File: config.mk
export PLATFORM = sky130hd
export DESIGN_NAME = imem_program_loader
export DESIGN_NICKNAME = d
export VERILOG_FILES = /design/src/rtl/mips_prog_pkg.sv /design/src/rtl/prog_release_timer.sv /design/src/rtl/imem_program_loader.sv
export SDC_FILE = /design/constraint.sdc
export NUM_CORES = 1
export LEC_CHECK = 0
export BUFFER_PORTS_ARGS = -buffer_cell sky130_fd_sc_hd__clkbuf_2
export CAP_MARGIN = 15
export CORE_UTILIZATION = 52
export DETAILED_ROUTE_END_ITERATION = 16
export PLACE_DENSITY = 0.78
export SLEW_MARGIN = 20
export SYNTH_ARGS = -nofsm -noshare
export SYNTH_HDL_FRONTEND = slang
export SYNTH_SLANG_ARGS = --single-unit
File: constraint.sdc
create_clock -name clk -period 2.9 [get_ports clk]
set_input_delay 0.29 -clock clk [delete_from_list [all_inputs] [get_ports clk]]
set_output_delay 0.29 -clock clk [all_outputs]
set_load 0.03 [all_outputs]
File: src/rtl/mips_prog_pkg.sv
// Shared definitions for the instruction-memory programming path.
//   BYTE_W            - width of one program byte / memory write
//   IMEM_ADDR_W       - instruction address width, shared with instruction fetch
//   DEFAULT_MAX_BYTES - default largest program image accepted by the loader
//   prog_state_e      - loader sequencing states
//   gap_cnt_w()       - counter width needed for a release gap of a given length
package mips_prog_pkg;

    localparam int unsigned BYTE_W            = 8;
    localparam int unsigned IMEM_ADDR_W       = 32;
    localparam int unsigned DEFAULT_MAX_BYTES = 1024;

    typedef enum logic [1:0] {
        StIdle,
        StLoad,
        StRelease,
        StRun
    } prog_state_e;

    // The timer counts from gap-1 down to 0, so it needs clog2(gap) bits (at least one).
    function automatic int unsigned gap_cnt_w(input int unsigned gap);
        return (gap > 1) ? $clog2(gap) : 1;
    endfunction

endpackage

File: src/rtl/prog_release_timer.sv
// Down-counter that times the gap between En_Program rising and the CPU reset release.
//   clk     - system clock, rising edge
//   reset   - asynchronous active-low reset
//   load    - restart the gap (asserted on the cycle before the first RELEASE cycle)
//   tick    - count down one step (asserted during every RELEASE cycle)
//   expired - the current RELEASE cycle is the last one of the gap
module prog_release_timer
    import mips_prog_pkg::*;
#(
    parameter int unsigned RELEASE_GAP = 1
) (
    input  logic clk,
    input  logic reset,
    input  logic load,
    input  logic tick,
    output logic expired
);

    localparam int unsigned CNT_W = gap_cnt_w(RELEASE_GAP);

    logic [CNT_W-1:0] cnt_q, cnt_d;

    always_comb begin
        cnt_d = cnt_q;
        if (load) begin
            cnt_d = CNT_W'(RELEASE_GAP - 1);
        end else if (tick && (cnt_q != '0)) begin
            cnt_d = cnt_q - CNT_W'(1);
        end
    end

    always_ff @(posedge clk or negedge reset) begin
        if (!reset) begin
            cnt_q <= '0;
        end else begin
            cnt_q <= cnt_d;
        end
    end

    assign expired = (cnt_q == '0);

endmodule

File: src/rtl/imem_program_loader.sv
// Programs the MicroProcessor instruction memory from a byte stream, then hands off to execution.
//   clk, reset          - system clock (rising edge), asynchronous active-low reset
//   start, byte_count   - begin a session loading byte_count bytes (0..MAX_BYTES)
//   rx_data/valid/ready - upstream byte stream, valid/ready handshake
//   mem_wr_en/addr/data - byte-wide instruction memory write port
//   En_Program          - 0 = programming mode, 1 = run mode
//   cpu_reset           - active-high reset to the MicroProcessor
//   busy, done, error   - status: loading/releasing, entry-to-RUN pulse, sticky bad length
module imem_program_loader
    import mips_prog_pkg::*;
#(
    parameter int unsigned ADDR_W      = IMEM_ADDR_W,
    parameter int unsigned MAX_BYTES   = DEFAULT_MAX_BYTES,
    parameter int unsigned RELEASE_GAP = 1
) (
    input  logic              clk,
    input  logic              reset,
    input  logic              start,
    input  logic [ADDR_W-1:0] byte_count,
    input  logic [BYTE_W-1:0] rx_data,
    input  logic              rx_valid,
    output logic              rx_ready,
    output logic              mem_wr_en,
    output logic [ADDR_W-1:0] mem_addr,
    output logic [BYTE_W-1:0] mem_wr_data,
    output logic              En_Program,
    output logic              cpu_reset,
    output logic              busy,
    output logic              done,
    output logic              error
);

    prog_state_e       state_q, state_d;
    logic [ADDR_W-1:0] cnt_q, cnt_d;
    logic [ADDR_W-1:0] len_q, len_d;
    logic [ADDR_W-1:0] addr_q, addr_d;
    logic [BYTE_W-1:0] data_q, data_d;
    logic              rx_ready_q, rx_ready_d;
    logic              wr_en_q, wr_en_d;
    logic              en_prog_q, en_prog_d;
    logic              cpu_reset_q, cpu_reset_d;
    logic              busy_q, busy_d;
    logic              done_q, done_d;
    logic              error_q, error_d;

    logic accept;
    logic len_zero;
    logic len_illegal;
    logic timer_load;
    logic timer_tick;
    logic timer_expired;

    assign accept      = rx_valid & rx_ready_q;
    assign len_zero    = (byte_count == '0);
    assign len_illegal = (byte_count > ADDR_W'(MAX_BYTES));
    assign timer_tick  = (state_q == StRelease);

    prog_release_timer #(
        .RELEASE_GAP(RELEASE_GAP)
    ) u_release_timer (
        .clk    (clk),
        .reset  (reset),
        .load   (timer_load),
        .tick   (timer_tick),
        .expired(timer_expired)
    );

    always_comb begin
        state_d     = state_q;
        cnt_d       = cnt_q;
        len_d       = len_q;
        addr_d      = addr_q;
        data_d      = data_q;
        rx_ready_d  = 1'b0;
        wr_en_d     = 1'b0;
        en_prog_d   = en_prog_q;
        cpu_reset_d = cpu_reset_q;
        done_d      = 1'b0;
        error_d     = error_q;
        timer_load  = 1'b0;

        unique case (state_q)
            StIdle, StRun: begin
                if (start) begin
                    if (len_illegal) begin
                        // Bad length: flag it, leave the CPU exactly as it was.
                        error_d = 1'b1;
                    end else begin
                        error_d     = 1'b0;
                        len_d       = byte_count;
                        cnt_d       = '0;
                        cpu_reset_d = 1'b1;
                        if ((state_q == StIdle) && len_zero) begin
                            state_d    = StRelease;
                            en_prog_d  = 1'b1;
                            timer_load = 1'b1;
                        end else begin
                            // From RUN the CPU must be seen held for a cycle before
                            // En_Program can rise again; an empty session gets that
                            // cycle in LOAD, which exits at once since cnt == len.
                            state_d    = StLoad;
                            en_prog_d  = 1'b0;
                            rx_ready_d = !len_zero;
                        end
                    end
                end
            end

            StLoad: begin
                if (accept) begin
                    wr_en_d = 1'b1;
                    addr_d  = cnt_q;
                    data_d  = rx_data;
                    cnt_d   = cnt_q + ADDR_W'(1);
                end
                rx_ready_d = (cnt_d < len_q);
                // cnt reaches len in the cycle the final write strobe is on the port.
                if (cnt_q == len_q) begin
                    state_d    = StRelease;
                    en_prog_d  = 1'b1;
                    timer_load = 1'b1;
                    rx_ready_d = 1'b0;
                end
            end

            StRelease: begin
                if (timer_expired) begin
                    state_d     = StRun;
                    cpu_reset_d = 1'b0;
                    done_d      = 1'b1;
                end
            end

            default: begin
                state_d = StIdle;
            end
        endcase

        busy_d = (state_d == StLoad) || (state_d == StRelease);
    end

    always_ff @(posedge clk or negedge reset) begin
        if (!reset) begin
            state_q     <= StIdle;
            cnt_q       <= '0;
            len_q       <= '0;
            addr_q      <= '0;
            data_q      <= '0;
            rx_ready_q  <= 1'b0;
            wr_en_q     <= 1'b0;
            en_prog_q   <= 1'b0;
            cpu_reset_q <= 1'b1;
            busy_q      <= 1'b0;
            done_q      <= 1'b0;
            error_q     <= 1'b0;
        end else begin
            state_q     <= state_d;
            cnt_q       <= cnt_d;
            len_q       <= len_d;
            addr_q      <= addr_d;
            data_q      <= data_d;
            rx_ready_q  <= rx_ready_d;
            wr_en_q     <= wr_en_d;
            en_prog_q   <= en_prog_d;
            cpu_reset_q <= cpu_reset_d;
            busy_q      <= busy_d;
            done_q      <= done_d;
            error_q     <= error_d;
        end
    end

    assign rx_ready    = rx_ready_q;
    assign mem_wr_en   = wr_en_q;
    assign mem_addr    = addr_q;
    assign mem_wr_data = data_q;
    assign En_Program  = en_prog_q;
    assign cpu_reset   = cpu_reset_q;
    assign busy        = busy_q;
    assign done        = done_q;
    assign error       = error_q;

endmodule

==> summary.txt, run 1 <==
Outcome
  – Status: finished with violations
  – Failing checks: setup timing

Drt
  – DRT antenna net count: 0
  – Avg WL per Cell: 17.50 um
  – Residual DRC: 0
  – DR vias/cell: 5.740
  – Vias: 5384
  – Initial DRT Pass Iterations: 5
  – 1st-iter DRT viols: 354
  – Routed WL: 16420 um

Yosys
  – XOR/XNOR share of the synthesized area: 0.08590
  – Yosys warnings: 0
  – Mapped Nets: 713
  – Simple-gate share of the synthesized area: 0.1473
  – Seq/Total Area, Yosys: 0.4443
  – Compound-Gate Fraction of Synth Area: 0.1124
  – Fraction of the mapped netlist area in adder cells: 0.06817
  – Main combinational cell family by area after synthesis: simple AND/OR/NAND/NOR gates
  – Synth Cell Area: 0.006424 mm2
  – Yosys reg bits: 114
  – Post-Syn Instances: 634
  – Async S/R FF share, synth: 1.000
  – Avg Synthesized Cell Area: 10.13 um2
  – Synth cell types: 54
  – Number of enable flip-flop cells after synthesis: 0
  – Mux cell area share after synthesis: 0.08765
  – Ys flop type: dfrtp_1

CTS
  – Sink Count: 114
  – Root buf cell: clkbuf_16
  – CTS Buffer Depth: 2
  – TritonCTS Buffers: 17
  – CTS tree: yes
  – H-tree lvl count: 4
  – Insertion delay to the later sink of the worst-skew pair: 0.43 ns
  – Reg clk slew, reported paths: 0.06 ns

Pwr
  – Flop pwr share: 0.399
  – Total Power: 3996 uW
  – Switch Pwr: 767.9 uW
  – Pwr/cell area: 485.3 mW/mm2
  – LEAKAGE: 0.004374 uW
  – Comb pwr share: 0.019
  – Switch share: 0.1922
  – Worst vdd ir: 0.0004300 V
  – Internal: 3228 uW
  – Clock share of power: 0.582

Placement
  – Port Buf Inserts: 90
  – Post-DP HPWL: 12000 um
  – Final GP Congestion: 0.9165

Critical path
  – Crit-path most repeated cell: nand4_1
  – Worst Path Buf+Inv: 1
  – CP delay by family, top: simple AND/OR/NAND/NOR gates
  – Crit. End Element: register
  – Critical path required time: 3.19 ns
  – Cell Chain, Critical Path: ha_4, and4_4, nand4b_1, nor3_2, buf_4, nand2_2, xnor2_2, ha_1, nand4_1, nor4_4, nand3_1, o2111a_1, nand4_1, o31ai_1
  – Critical-path top delay cell: dfrtp_1
  – Startpoint Class: register
  – Crit-path max cell delay: 0.44 ns
  – Crit Path Max Fanout: 4
  – Worst setup path category: register to register
  – Worst path arrival time: 3.37 ns
  – R2r setup slk: -0.18 ns

Floorplanning
  – Core Area: 0.01201 mm2
  – IO Count: 91
  – Initial Util: 0.5348
  – Chip width: 113.1 um
  – Die Height: 113.1 um
  – Row count: 40
  – Total die area: 0.01280 mm2

Layout
  – Area Growth Syn to Fin: 28.18%
  – Final Util: 0.6855
  – Fin nets: 857
  – Commonest non-fill, non-tap cell in the layout: dfrtp_1
  – Commonest cells after routing, fill and taps aside: 111 x dfrtp_1, 89 x clkbuf_2, 77 x buf_4
  – Diodes inserted: 0
  – Share of cells above drive strength 1: 0.3540
  – Footprint of the multi-input gates: 0.003344 mm2
  – Filler instances: 907
  – Register Area: 0.002856 mm2

STA
  – RSZ-0062 raised after global routing: yes
  – Tmin final: 3.080 ns
  – Fin crit share: 1.062
  – Slew margin rel.: 0.5282
  – Final setup vio count: 1
  – Fin. max-slew vios: 0
  – Max frequency: 324.7 MHz
  – Final Skew: 0.01671 ns
  – Worst-Margin Slew: 0.7078 ns
  – Worst setup margin: -0.1799 ns
  – Final Hold Violating Endpoints: 0

Global routing
  – Initial antenna violation count: 0
  – First-pass GRT wire length: 27170 um
  – Tot GR Track Use: 0.2748
  – Remaining Overflow, GRT: 0
  – Number of global-route vias before repair: 5587
  – Largest net degree at the start of global routing: 54

Hold path
  – Hold Path Class: input port to register

Flow run
  – Max-cap violation count: 0
[routing by layer]
| layer | track usage | routed length, um |
|---|---|---|
| met2 | 0.4618 | 7986 |
| met5 | 0 | 0 |
| met4 | 0.1096 | 353 |
| met1 | 0.3298 | 7091 |
| met3 | 0.08409 | 986 |
[cell type report]
| type | count | share of cell area |
|---|---|---|
| tap | 147 | 0.02234 |
| inverter | 41 | 0.01869 |
| timing repair buffer | 167 | 0.1255 |
| sequential | 114 | 0.3469 |
| clock inverter | 10 | 0.02158 |
| multi-input combinational | 437 | 0.4062 |
| clock buffer | 22 | 0.05881 |
[stage by stage]
step | cells | hold WS, ns | TNS (ns) | instance area [um2] | worst slack [ns]
finish | 938 | 0.1003 | -0.1799 | 8234 | -0.1799
CTS | 936 | 0.08478 | -0.1777 | 8178 | -0.1777
detailed placement | 900 | 0.3692 | -0.3049 | 7443 | -0.3049
global route | 938 | 0.09057 | -0.3354 | 8234 | -0.3354
global placement | 900 | 0.3535 | -0.1503 | 7443 | -0.1503
floorplan | 634 | -0.005591 | -0.03899 | 6529 | -0.03899
[power by group through the flow]
stage	Combinational (uW)	Clock, uW	Sequential (uW)
after global routing	86.6	2420	1590
final	75.7	2330	1590
after floorplan	6.22	0	1620
after CTS	77.8	2360	1590
after detailed placement	76.5	0	1620
after global placement	72.8	0	1620
[path summary, 6_finish.rpt]
check | from | to | cells after the start
setup / recovery | cnt_q[1] | rx_ready | 14
hold / removal | rx_data[4] | mem_wr_data[4] | 2
setup reg to reg | cnt_q[1] | rx_ready | 14
hold reg to reg | u_release_timer.cnt_q | done | 1
max in group asynchronous | reset | mem_addr[27] | 3
min in group asynchronous | reset | len_q[12] | 2
[logic make-up (layout without fill, tap and decap cells)]
| kind of cell | Yosys count | after routing |
|---|---|---|
| multiplexers | 50 | 50 |
| adder cells (fa/ha/maj) | 35 | 35 |
| buffers and inverters | 83 | 240 |
| XOR/XNOR | 63 | 63 |
| AO/OA/AOI/OAI | 107 | 107 |
| flip-flops | 114 | 114 |
| AND/OR/NAND/NOR | 182 | 182 |
[synth_stat cells (all sizes together), types with 4 or more instances]
| master | instances | area [um2] |
|---|---|---|
| buf | 18 | 105.1 |
| o41ai | 6 | 67.56 |
| and2 | 24 | 150.1 |
| xor2 | 42 | 367.9 |
| o21a | 4 | 30.03 |
| and3 | 6 | 37.54 |
| nand4 | 13 | 87.58 |
| o21ai | 34 | 170.2 |
| nand2 | 46 | 172.7 |
| inv | 41 | 153.9 |
| ha | 35 | 437.9 |
| dfrtp | 113 | 2828 |
| mux2 | 50 | 563.0 |
| a21o | 15 | 112.6 |
| xnor2 | 21 | 183.9 |
| nor2 | 40 | 150.1 |
| nor3 | 4 | 20.02 |
| nor4 | 16 | 106.4 |
| nand3 | 10 | 50.05 |
| nand2b | 4 | 25.02 |
| clkbuf | 24 | 90.09 |
| o31ai | 19 | 142.6 |
| a21oi | 12 | 60.06 |
[sequential cells by signal (all words and copies together) (netlist names), 2 cells and up]
name,cells
mem_wr_data,8
len_q,32
cnt_q,32
mem_addr,32
state_q,2
[repair_timing]
item	CTS	global route
endpoints found under the hold margin	50	0
hold buffers	1	0
gates resized for setup	9	11
pin swaps	8	8
setup endpoints to repair	1	1
buffers inserted	3	2
(Power assumes the default switching activity.)
==> run 2, diff against run 1 <==
==> constraint.sdc (replaced) <==
create_clock -name clk -period 2.75 [get_ports clk]
set_input_delay 0.275 -clock clk [delete_from_list [all_inputs] [get_ports clk]]
set_output_delay 0.275 -clock clk [all_outputs]
set_load 0.03 [all_outputs]
==> run 2 against run 1 <==
- the run still ends with setup timing left
- via count up 0.71%
- combinational power increased by 7.7%
- power grew 2.6%
- final cell count is 0.43% higher
- clock-buffer cell count is 1 lower
- routed wire length increased by 0.41%
- critical path type unchanged
==> summary.txt, run 2 (synthesis gave the netlist of run 1 again) <==
Outcome
  – Status: finished with violations
  – Failing checks: setup timing

Global routing
  – Remaining Overflow, GRT: 0 (unchanged)
  – First-pass GRT wire length: 26700 um (-1.7%)
  – Largest net degree at the start of global routing: 58 (+7.4%)
  – Number of global-route vias before repair: 5494 (-1.7%)
  – Tot GR Track Use: 0.2713 (-0.003597)
  – Initial antenna violation count: 0 (unchanged)

Critical path
  – Critical path origin: cnt_q[17]
  – Critical path required time: 3.04 ns (-0.15 ns)
  – Worst setup path category: register to register
  – Worst path arrival time: 3.43 ns (+0.06 ns)
  – Worst R2R Path Depth: 11 (-3)
  – Critical Path Sink: rx_ready
  – Startpoint Class: register
  – Reg2Reg Launch Point: cnt_q[17]
  – Crit. End Element: register
  – RR Endpoint: rx_ready
  – R2r setup slk: -0.39 ns (-0.21 ns)
  – Crit Path Max Fanout: 6 (+2)

Layout
  – Area Growth Syn to Fin: 27.83%
  – Share of cells above drive strength 1: 0.3459 (-0.008070)
  – Non-filler cells, final: 942 (+0.43%)
  – Commonest non-fill, non-tap cell in the layout: dfrtp_1
  – Commonest cells after routing, fill and taps aside: 112 x dfrtp_1, 89 x clkbuf_2, 80 x buf_4
  – Diodes inserted: 0 (unchanged)
  – Final Util: 0.6836 (-0.001875)
  – Fin nets: 861 (+0.47%)

Drt
  – DR vias/cell: 5.756 (+0.28%)
  – Routed WL: 16480 um (+0.41%)
  – Vias: 5422 (+0.71%)
  – Initial DRT Pass Iterations: 5 (unchanged)
  – Residual DRC: 0 (unchanged)
  – DRT antenna net count: 0 (unchanged)
  – 1st-iter DRT viols: 380 (+7.3%)
  – Avg WL per Cell: 17.50 um (about the same)

Pwr
  – Switch share: 0.2061 (+0.01390)
  – Comb pwr share: 0.020 (about the same)
  – Flop pwr share: 0.409 (+0.010)
  – Total Power: 4101 uW (+2.6%)
  – Internal: 3256 uW (+0.86%)
  – Worst vdd ir: 0.0004808 V (+12%)
  – Switch Pwr: 845.0 uW (+10%)
  – Pwr/cell area: 499.4 mW/mm2 (+2.9%)
  – Clock share of power: 0.571 (-0.011)
  – LEAKAGE: 0.004358 uW (-0.36%)

Hold path
  – Hold Path Class: input port to register

Floorplanning
  – Core Area: 0.01201 mm2 (unchanged)
  – Chip width: 113.1 um (unchanged)
  – Die Height: 113.1 um (unchanged)
  – Initial Util: 0.5348 (unchanged)
  – IO Count: 91 (unchanged)
  – Row count: 40 (unchanged)
  – Total die area: 0.01280 mm2 (unchanged)

STA
  – Slew margin rel.: 0.4768 (-0.05131)
  – Fin crit share: 1.142 (+0.07954)
  – WHS: 0.08478 ns (-0.01551 ns)
  – Final Hold Violating Endpoints: 0 (unchanged)
  – Tmin final: 3.139 ns (+0.05942 ns)
  – RSZ-0062 raised after global routing: yes
  – Final Skew: 0.008685 ns (-0.008025 ns)
  – Max frequency: 318.5 MHz (-1.9%)
  – Fin. max-slew vios: 0 (unchanged)
  – Worst setup margin: -0.3893 ns (-0.2094 ns)
  – TNS Setup: -0.3893 ns (-0.2094 ns)
  – Worst-Margin Slew: 0.7847 ns (+0.07696 ns)
  – Final setup vio count: 1 (unchanged)

Placement
  – Port Buf Inserts: 90 (unchanged)
  – Post-DP HPWL: 11800 um (-1.7%)
  – Final GP Congestion: 0.9233 (+0.74%)
  – Placed Cells: 903 (+0.33%)

Flow run
  – Max-cap violation count: 0 (unchanged)

CTS
  – TritonCTS Buffers: 17 (unchanged)
  – Insertion delay to the later sink of the worst-skew pair: 0.42 ns (about the same)
  – Reg clk slew, reported paths: 0.05 ns (about the same)
  – CTS tree: yes
  – H-tree lvl count: 4 (unchanged)
  – CTS Buffer Depth: 2 (unchanged)
  – Sink Count: 114 (unchanged)
  – Root buf cell: clkbuf_16
run 2: timing repair:
action                                 4_1_cts  5_1_grt
endpoints found under the hold margin       54        0
hold buffers                                 1        0
gates resized for setup                      2       11
pin swaps                                    0       10
setup endpoints to repair                    1        1
setup buffers                                0        6
run 2: power by group through the flow:
stage | combinational [uW] | sequential [uW] | clock, uW
final | 81.5 | 1680 | 2340
after global routing | 93.4 | 1680 | 2430
after CTS | 83.4 | 1680 | 2360
after detailed placement | 82.0 | 1710 | 0
after global placement | 78.6 | 1710 | 0
after floorplan | 6.56 | 1710 | 0
run 2: worst min path at each step:
stage,startpoint,to,cells after the start
global route,rx_data[2],mem_wr_data[2],2
CTS,rx_data[5],mem_wr_data[5],2
floorplan,reset,En_Program,0
detailed placement,reset,mem_addr[15],1
global placement,reset,mem_wr_data[7],1
finish,rx_data[5],mem_wr_data[5],2
run 2: layout make-up:
| type | count | area (um2) |
|---|---|---|
| Sequential cell | 114 | 2855 |
| Clock buffer | 21 | 450.4 |
| Tap cell | 147 | 183.9 |
| Multi-Input combinational cell | 437 | 3313 |
| Inverter | 41 | 153.9 |
| Clock inverter | 11 | 178.9 |
| Timing Repair Buffer | 171 | 1076 |
| Fill cell | 880 | 3800 |
run 2: metrics by stage:
stage,cell area (um2),worst slack [ns]
3_3_place_gp,7478,-0.2187
4_1_cts,8127,-0.3355
2_1_floorplan,6529,-0.1890
3_5_place_dp,7478,-0.3531
6_report,8212,-0.3893
5_1_grt,8212,-0.5374
run 2: worst max-delay path, cell delays in order (launching register included):
cell,delay [ns]
dfrtp_1,0.34
and4_4,0.24
nand3_2,0.09
or4_4,0.62
nor2_1,0.21
xor2_1,0.10
ha_1,0.32
nand4_1,0.18
buf_4,0.18
or4_1,0.53
nand4_1,0.13
o31ai_1,0.08
run 2: metal layers:
metal | track usage | vias up | share of wire
met3 | 0.06802 | 39 | 0.068
met4 | 0.1123 | 0 | 0.027
li1 | - | 2503 | -
met5 | 0 | - | 0
met1 | 0.3451 | 2644 | 0.44
met2 | 0.4425 | 236 | 0.47
==> run 3, diff against run 2 <==
--- a/config.mk
+++ b/config.mk
@@ -5,11 +5,12 @@
 export SDC_FILE = /design/constraint.sdc
 export NUM_CORES = 1
 export LEC_CHECK = 0
+export ABC_AREA = 1
 export BUFFER_PORTS_ARGS = -buffer_cell sky130_fd_sc_hd__clkbuf_2
 export CAP_MARGIN = 15
-export CORE_UTILIZATION = 52
+export CORE_UTILIZATION = 53
 export DETAILED_ROUTE_END_ITERATION = 16
-export PLACE_DENSITY = 0.78
+export PLACE_DENSITY = 0.79
 export SLEW_MARGIN = 20
 export SYNTH_ARGS = -nofsm -noshare
 export SYNTH_HDL_FRONTEND = slang
==> run 3 against run 2 <==
- the run now ends clean
- via count up 10%
- cell area down 0.81%
- critical path type unchanged
- die area up 1.9%
- core utilization down 1.4 points
- clock skew down 0.00089 ns
==> summary.txt, run 3 <==
Pwr
  – Comb pwr share: 0.275 (+0.255)
  – Pwr/cell area: 696.1 mW/mm2 (+39%)
  – Flop pwr share: 0.347 (-0.062)
  – Worst vdd ir: 0.0003908 V (-19%)
  – Switch Pwr: 2046 uW (+140%)
  – Switch share: 0.3608 (+0.1548)
  – Clock share of power: 0.378 (-0.193)
  – LEAKAGE: 0.004472 uW (+2.6%)
  – Internal: 3624 uW (+11%)

Floorplanning
  – Row count: 40 (unchanged)
  – Chip width: 114.2 um (+0.95%)
  – Die Height: 114.2 um (+0.95%)
  – Total die area: 0.01305 mm2 (+1.9%)
  – Initial Util: 0.5488 (+0.01397)
  – Core Area: 0.01216 mm2 (+1.3%)
  – IO Count: 91 (unchanged)

Critical path
  – CP delay by family, top: simple AND/OR/NAND/NOR gates
  – Worst setup path category: register to register
  – Critical path required time: 3.06 ns (+0.02 ns)
  – Critical-path top delay cell: dfrtp_1
  – Cell Chain, Critical Path: nand4_1, nor3_2, nand4_1, nand2_1, inv_1, or2_1, ha_1, nand2_1, nor2_1, nand4_1, buf_4, a21oi_1, nor3_2, nand2_1, nand2_1
  – Worst path arrival time: 3.03 ns (-0.40 ns)
  – Crit Path Max Fanout: 5 (-1)
  – Worst Path Buf+Inv: 2 (+1)
  – Crit. End Element: register
  – Crit-path most repeated cell: nand2_1
  – Crit-path max cell delay: 0.48 ns (-0.14 ns)
  – Startpoint Class: register

Yosys
  – Ys flop type: dfrtp_1
  – Yosys reg bits: 114 (unchanged)
  – Mapped Nets: 954 (+34%)
  – Yosys top cell area share: 0.4237 (-0.01651)
  – Synth Cell Area: 0.006674 mm2 (+3.9%)
  – Count leader, synth: nand2_1
  – Yosys warnings: 0 (unchanged)
  – Seq/Total Area, Yosys: 0.4276 (-0.01666)
  – Async S/R FF share, synth: 1.000 (unchanged)
  – Synth cell types: 41 (-24%)
  – Post-Syn Instances: 875 (+38%)
  – Post-synth top cells: 293 x nand2_1, 138 x inv_1, 113 x dfrtp_1
  – Post-synth top area cell: dfrtp_1
  – Avg Synthesized Cell Area: 7.627 um2 (-25%)
  – Number of enable flip-flop cells after synthesis: 0 (unchanged)
  – Synth top area cells: dfrtp_1 42%, nand2_1 16%, inv_1 7.8%

STA
  – TNS Setup: 0 ns (+0.3893 ns)
  – Max frequency: 367.2 MHz (+15%)
  – Tmin final: 2.724 ns (-0.4156 ns)
  – Fin crit share: 0.9904 (-0.1511)
  – Final setup vio count: 0 (-1)
  – Final Skew: 0.007792 ns (-0.0008935 ns)
  – RSZ-0062 raised after global routing: yes
  – Slew margin rel.: 0.4099 (-0.06692)
  – Final Hold Violating Endpoints: 0 (unchanged)
  – Worst-Margin Slew: 0.8841 ns (+0.09940 ns)
  – Fin. max-slew vios: 0 (unchanged)

Placement
  – Final GP Congestion: 0.9280 (+0.51%)
  – Post-DP HPWL: 11950 um (+1.3%)
  – Port Buf Inserts: 90 (unchanged)

Flow run
  – Max-cap violation count: 0 (unchanged)

Drt
  – 1st-iter DRT viols: 517 (+36%)
  – Initial DRT Pass Iterations: 5 (unchanged)
  – DRT antenna net count: 0 (unchanged)
  – Avg WL per Cell: 13.99 um (-20%)
  – DR vias/cell: 5.068 (-12%)
  – Residual DRC: 0 (unchanged)
  – Vias: 5985 (+10%)
  – Routed WL: 16520 um (+0.22%)

Layout
  – Area Growth Syn to Fin: 22.05%
  – Commonest cells after routing, fill and taps aside: 293 x nand2_1, 136 x inv_1, 109 x dfrtp_1
  – Fin nets: 1079 (+25%)
  – Diodes inserted: 0 (unchanged)
  – Share of cells above drive strength 1: 0.1905 (-0.1554)
  – Final Util: 0.6698 (-0.01389)
  – Commonest non-fill, non-tap cell in the layout: nand2_1

CTS
  – CTS tree: yes
  – Insertion delay to the later sink of the worst-skew pair: 0.41 ns (about the same)
  – TritonCTS Buffers: 17 (unchanged)
  – Sink Count: 114 (unchanged)
  – H-tree lvl count: 4 (unchanged)
  – Root buf cell: clkbuf_16
  – CTS Buffer Depth: 2 (unchanged)
  – Reg clk slew, reported paths: 0.05 ns (about the same)

Global routing
  – Remaining Overflow, GRT: 0 (unchanged)
  – First-pass GRT wire length: 27220 um (+1.9%)
  – Tot GR Track Use: 0.2702 (-0.001075)
  – Initial antenna violation count: 0 (unchanged)
  – Largest net degree at the start of global routing: 55 (-5.2%)
  – Number of global-route vias before repair: 5762 (+4.9%)

Outcome
  – Status: complete, no violations

Hold path
  – Hold Path Class: input port to register
[run 3: changes by cell type after synthesis, moves of 10 or more]
cell,change
xor2_1,-17
nand3_1,+17
nor2_1,+18
a21o_1,-15
inv_1,+97
nand2_1,+247
o31ai_1,-19
o22ai_1,+10
clkbuf_1,-16
nor4_1,-13
and2_1,-23
o21ai_0,+30
mux2_2,-50
[run 3: kinds of logic after synthesis]
group,count (synthesis),synth area share
AOI/OAI and AO/OA,98,0.07743
DFF,114,0.4276
and+or+nand+nor,423,0.2743
adders and majority gates,35,0.06562
buffers and inverters,161,0.09505
xor gates and xnor gates,44,0.05999
[run 3: final timing paths]
kind	startpoint	endpoint	slack, ns	cells past startpoint
max	cnt_q[2]	rx_ready	0.03	15
min	rx_data[1]	mem_wr_data[1]	0.07	3
max reg2reg	cnt_q[2]	rx_ready	0.03	15
min reg2reg	mem_wr_data[1]	mem_wr_data[1]	0.47	2
max in group asynchronous	reset	cpu_reset	1.59	3
min in group asynchronous	reset	len_q[4]	0.44	2
[run 3: through the flow]
stage	hold slack, ns	setup WS (ns)	cells	area (um2)	power, uW
after detailed placement	0.3578	0.02074	1135	7406	3525
final	0.06516	0.02632	1181	8145	5670
after CTS	0.06244	0.01858	1169	8008	5672
after global routing	0.06150	-0.1488	1181	8145	5936
after global placement	0.3592	0.1018	1135	7406	3504
after floorplan	-0.02059	0.2178	875	6674	3023
[run 3: layout make-up]
cell class	instances	area, um2
multi-input cells	600	3233
flip-flops and latches	114	2859
inverters	142	533.0
repair buffers	125	730.7
clock buffers	19	442.9
fillers	1036	4016
well taps	168	210.2
clock inverters	13	136.4
[run 3: tightest hold or removal path: cells and delay by family]
kind / cells / cell delay (ns)
buffers and inverters: 1 / 0.07
and+or+nand+nor: 2 / 0.09
[run 3: per-layer routing]
metal	share of wire	GRT usage	wire, um	vias up
met4	0.015	0.09351	251	0
li1	-	-	-	2982
met3	0.068	0.05082	1116	26
met2	0.44	0.4073	7236	227
met1	0.48	0.3907	7916	2750
met5	0	0	0	-
[run 3: power groups by stage]
stage,sequential (uW),combinational (uW),clock (uW)
final,1970,1560,2140
after CTS,1970,1550,2160
after floorplan,2310,710,0
after global placement,1980,1520,0
after detailed placement,1990,1530,0
after global routing,1990,1700,2250
[run 3: timing repair]
action / in CTS / in global routing
resized for setup: 1 / 16
endpoints found under the setup margin: 1 / 1
hold buffers: 1 / 0
pin swaps: 1 / 11
endpoints found under the hold margin: 52 / 0
setup buffers: 1 / 12
